<file path="config.mk">
export PLATFORM = sky130hd
export DESIGN_NAME = gpmc_pwm_bank
export DESIGN_NICKNAME = d
export VERILOG_FILES = /design/src/rtl/gpmc_pwm_bank.sv
export SDC_FILE = /design/constraint.sdc
export NUM_CORES = 1
export LEC_CHECK = 0
export ABC_AREA = 1
export CORE_ASPECT_RATIO = 0.6
export CORE_MARGIN = 1.5
export CORE_UTILIZATION = 29
export CTS_CLUSTER_DIAMETER = 30
export DETAILED_ROUTE_END_ITERATION = 6
export GPL_TIMING_DRIVEN = 0
export PLACE_DENSITY = 0.56
export SETUP_SLACK_MARGIN = 0.02
export SYNTH_ARGS = -nofsm -noshare
export SYNTH_HDL_FRONTEND = slang
export SYNTH_SLANG_ARGS = --single-unit
</file>
<file path="constraint.sdc">
create_clock -name clk -period 1.9 [get_ports clk]
set_clock_uncertainty 0.1 [all_clocks]
set_input_delay 0.38 -clock clk [delete_from_list [all_inputs] [get_ports clk]]
set_output_delay 0.38 -clock clk [all_outputs]
set_load 0.005 [all_outputs]
</file>
<file path="src/rtl/gpmc_pwm_bank.sv">
// GPMC-mapped PWM bank: double-buffered period/duty registers that load at each period wrap.
// Read data appears one clk after the strobe and pwm_out one clk after cnt; no backpressure (strobes are level-based).
module gpmc_pwm_bank #(
  parameter int ADDR_WIDTH = 5,
  parameter int DATA_WIDTH = 16,
  parameter int NUM_CH     = 4
) (
  input  logic                  clk,
  input  logic                  rst_n,
  input  logic                  cs,
  input  logic                  we,
  input  logic                  oe,
  input  logic [ADDR_WIDTH-1:0] address,
  input  logic [DATA_WIDTH-1:0] data_out,
  output logic [DATA_WIDTH-1:0] data_in,
  output logic [NUM_CH-1:0]     pwm_out,
  output logic                  period_tick
);

  localparam logic [ADDR_WIDTH-1:0] A_CTRL     = ADDR_WIDTH'(8'h00);
  localparam logic [ADDR_WIDTH-1:0] A_PRESCALE = ADDR_WIDTH'(8'h01);
  localparam logic [ADDR_WIDTH-1:0] A_PERIOD   = ADDR_WIDTH'(8'h02);
  localparam logic [ADDR_WIDTH-1:0] A_COUNT    = ADDR_WIDTH'(8'h10);
  localparam logic [ADDR_WIDTH-1:0] A_WRAPS    = ADDR_WIDTH'(8'h11);
  localparam logic [ADDR_WIDTH-1:0] A_ID       = ADDR_WIDTH'(8'h1F);
  localparam int                    DUTY_BASE  = 3;
  localparam logic [DATA_WIDTH-1:0] ID_VAL     = DATA_WIDTH'(16'hB3E0);

  logic [1:0]            ctrl;
  logic [DATA_WIDTH-1:0] prescale;
  logic [DATA_WIDTH-1:0] period;
  logic [DATA_WIDTH-1:0] duty [NUM_CH];
  logic [DATA_WIDTH-1:0] active_period;
  logic [DATA_WIDTH-1:0] active_duty [NUM_CH];
  logic [DATA_WIDTH-1:0] pre;
  logic [DATA_WIDTH-1:0] cnt;
  logic [15:0]           wraps;
  logic [DATA_WIDTH-1:0] rd_dat;

  logic wr, rd, en, inv, en_rise, tick, wrap;

  assign wr   = !cs && !we && oe;
  assign rd   = !cs && we && !oe;
  assign en   = ctrl[0];
  assign inv  = ctrl[1];
  assign tick = (pre == prescale);
  assign wrap = tick && (cnt == active_period);
  // Enabling restarts the period from a clean boundary with fresh shadows.
  assign en_rise = wr && (address == A_CTRL) && data_out[0] && !ctrl[0];

  always_comb begin
    rd_dat = '0;
    if (address == A_CTRL)     rd_dat = DATA_WIDTH'(ctrl);
    if (address == A_PRESCALE) rd_dat = prescale;
    if (address == A_PERIOD)   rd_dat = period;
    if (address == A_COUNT)    rd_dat = cnt;
    if (address == A_WRAPS)    rd_dat = DATA_WIDTH'(wraps);
    if (address == A_ID)       rd_dat = ID_VAL;
    for (int n = 0; n < NUM_CH; n++) begin
      if (address == ADDR_WIDTH'(DUTY_BASE + n)) rd_dat = duty[n];
    end
  end

  always_ff @(posedge clk or negedge rst_n) begin
    if (!rst_n) begin
      ctrl     <= '0;
      prescale <= '0;
      period   <= '0;
      for (int n = 0; n < NUM_CH; n++) duty[n] <= '0;
    end else if (wr) begin
      if (address == A_CTRL)     ctrl     <= data_out[1:0];
      if (address == A_PRESCALE) prescale <= data_out;
      if (address == A_PERIOD)   period   <= data_out;
      for (int n = 0; n < NUM_CH; n++) begin
        if (address == ADDR_WIDTH'(DUTY_BASE + n)) duty[n] <= data_out;
      end
    end
  end

  always_ff @(posedge clk or negedge rst_n) begin
    if (!rst_n) data_in <= '0;
    else        data_in <= rd ? rd_dat : '0;
  end

  always_ff @(posedge clk or negedge rst_n) begin
    if (!rst_n) begin
      pre           <= '0;
      cnt           <= '0;
      wraps         <= '0;
      period_tick   <= 1'b0;
      active_period <= '0;
      for (int n = 0; n < NUM_CH; n++) active_duty[n] <= '0;
    end else begin
      period_tick <= 1'b0;
      if (en_rise) begin
        pre           <= '0;
        cnt           <= '0;
        active_period <= period;
        active_duty   <= duty;
      end else if (!en) begin
        pre <= '0;
        cnt <= '0;
      end else if (tick) begin
        pre <= '0;
        if (wrap) begin
          cnt           <= '0;
          period_tick   <= 1'b1;
          wraps         <= wraps + 16'd1;
          active_period <= period;
          active_duty   <= duty;
        end else begin
          cnt <= cnt + 1'b1;
        end
      end else begin
        pre <= pre + 1'b1;
      end
    end
  end

  always_ff @(posedge clk or negedge rst_n) begin
    if (!rst_n) begin
      pwm_out <= '0;
    end else begin
      for (int n = 0; n < NUM_CH; n++) begin
        pwm_out[n] <= en ? ((cnt < active_duty[n]) ^ inv) : 1'b0;
      end
    end
  end

endmodule

</file>
==> impl_metrics.ini <==
[outcome]
status = finished with violations
violations = setup timing

[logic_synthesis]
ys_types = 35
synth_fp_nets = 1742
netlist.area_leader.share = 0.472
synth_largest_area_cell = dfrtp_1
avgSynthCellArea_sq_um = 7.92
yosys_warnings = 0
syn_inst = 1653
synth_area_leaders = dfrtp_1 47%, nand2_1 16%, ha_1 6.0%
yosysSeqAreaShare = 0.472
netlist_area_sq_um = 13100
yosys_register_bits = 247

[power]
power_frac_seq = 0.358
swShare = 0.282
clkPwrFrac = 0.489
irDropWorstVdd_uv = 669
p_switching_mw = 4.85
combPwrFrac = 0.153
power_density_nw_per_um2 = 1000
power_leakage_nw = 8.60
internal_power_mw = 12.3
power.total_mw = 17.2

[setup_path]
cp_data_arrival_time_ns = 2.56
end_kind = register
crit_path_start_kind = register
critical_path_required_ns = 2.27
cp_max_fo = 10
crit_type = register to register
ff2ff_setup_slack_ns = -0.29

[clock_network]
cts.sinks = 247
clk_latency_ns = 0.55
cts_max_level = 2
cts-root-buf = clkbuf_16
clk_pin_slew_worst_paths_ns = 0.05
cts_tree = built
clockBufferDepth = 3
cts_made_buffers = 43

[placed_design]
gp_congestion = 0.922
portBuffers = 45
dp_hpwl_um = 34500
dp_slack_ns = -1.08

[floorplanning]
ioPinCount = 47
start_util = 0.293
die_x_um = 277
coreArea_sq_um = 44700
dieArea_sq_um = 46400
dieHeight_um = 168
row_count = 60

[final_layout]
layout_common_cells = 520 x nand2_1, 226 x dfrtp_1, 171 x inv_1, 130 x o21ai_0, 99 x nand3_1
num-fill-cells = 4512
final_common_cell = nand2_1
area_delta_synth_final_pct = 31.1
multiInputGateArea_sq_um = 6330
regArea_sq_um = 6220
drive_gt1_frac = 0.172
nets = 1890

[timing]
max_freq_mhz = 457
fin_setup_tns_ns = -23.41
rsz0062_at_grt = true
finalSetupViolations = 116
worst_pin_slew_ns = 0.738
timing.final.max_slew_violations = 0
fin_crit_ns = 2.19
hold_viol_final = 0
finalCritPeriodShare = 1.15
timing.final.ws_setup_ns = -0.290
relSlewSlack = 0.508

[routing]
drc = 0
wl_um = 48000
vias = 12200
ant_nets = 0
wl_per_cell_um = 19.8
initialDrtViolationCount = 1249
dr.pass1.iters = 7
via_per_inst = 5.04

[global_routing]
grt_pass1_vias = 11300
grt_overflow = 0
antenna_found_initial = 2
grt_max_degree = 114
track_usage = 0.205
grt_pass1_wl_um = 70900

[min_path]
hp-class = primary input to asynchronous set/reset pin

[job]
max-cap-violations = 0
==> stage by stage <==
step	utilization	instances	instance area, sq um	hold slack, ns
after floorplan	-	1653	13100	-0.0156
after global placement	0.320	2287	14300	0.390
after detailed placement	0.321	2289	14300	0.149
after CTS	0.373	2410	16700	0.201
after global routing	0.384	2424	17100	0.234
final	0.384	2425	17200	0.193
==> worst paths after layout <==
| check | start | to | cells after the start |
|---|---|---|---|
| hold reg to reg | pre[5] | pre[5] | 1 |
| setup / recovery | cnt[11] | active_duty[26] | 9 |
| setup reg to reg | cnt[11] | active_duty[26] | 9 |
| min in group clk | address[3] | duty[32] | 5 |
| max in group asynchronous | rst_n | duty[34] | 4 |
| hold / removal | rst_n | active_duty[22] | 2 |
==> layout make-up <==
class / instances / area share
multi-input combinational: 1155 / 0.369
sequential: 247 / 0.363
clock buffer: 52 / 0.0684
timing repair buffer: 106 / 0.0618
tap: 589 / 0.0430
inverter: 182 / 0.0414
buffer: 66 / 0.0313
clock inverter: 26 / 0.0221
antenna: 2 / 0.000292
==> logic make-up (layout without fill, tap and decap cells) <==
logic type,count (synthesis),in the layout,synth area share
flops,247,247,0.472
buf+inv,251,432,0.0802
fa+ha+maj,63,63,0.0602
simple gates,818,818,0.263
xor+xnor,55,55,0.0368
compound gates,219,219,0.0871
other cells,0,2,0
==> power by group through the flow <==
stage                     Sequential [mW]  Combinational, mW  Clock (mW)
after floorplan                      6.00               1.35           0
after global placement               6.19               2.01           0
after detailed placement             6.19               2.07           0
after CTS                            6.11               2.44        8.50
after global routing                 6.18               2.93        8.77
final                                6.16               2.63        8.41
==> layer usage <==
metal,part of all wire,vias up,global-route usage
li1,-,5674,-
met1,0.48,5869,0.314
met2,0.36,594,0.247
met3,0.15,76,0.0975
met4,0.017,0,0.0463
met5,0,-,0
==> critical path: stages (launching register included) <==
cell and delay (ns):
dfrtp_4 0.52, xor2_1 0.17, nor3_1 0.13, nand3_1 0.16
nor2_4 0.25, nand3_4 0.21, nand2_8 0.20, buf_8 0.17
nand2_2 0.13, nand2_1 0.08
==> synthesized netlist by cell type (all sizes together) <==
library cell and instances:
a21oi 46, buf 31, clkbuf 38, clkinv 3, dfrtp 247, ha 63
inv 179, nand2 552, nand3 114, nand3b 7, nand4 41, nor2 65
nor3 30, nor3b 1, nor4 5, o211ai 6, o21ai 153, o21bai 1
o22ai 9, o31a 4, or2 3, xnor2 25, xor2 30
==> state kept, by name, indices dropped and copies added, names as in the netlist <==
register / flops
data_in: 16
duty: 64
wraps: 16
ctrl: 2
period_tick: 1
active_period: 16
period: 16
pwm_out: 4
pre: 16
active_duty: 64
cnt: 16
prescale: 16
==> what timing repair did <==
action	4_1_cts	5_1_grt
resized for setup	175	120
cloned	2	1
endpoints found under the setup margin	254	346
pin swaps	14	23
endpoints found under the hold margin	26	0
hold buffers	1	0
setup buffers	43	12
Note: power is estimated with default switching activity, not from simulation.
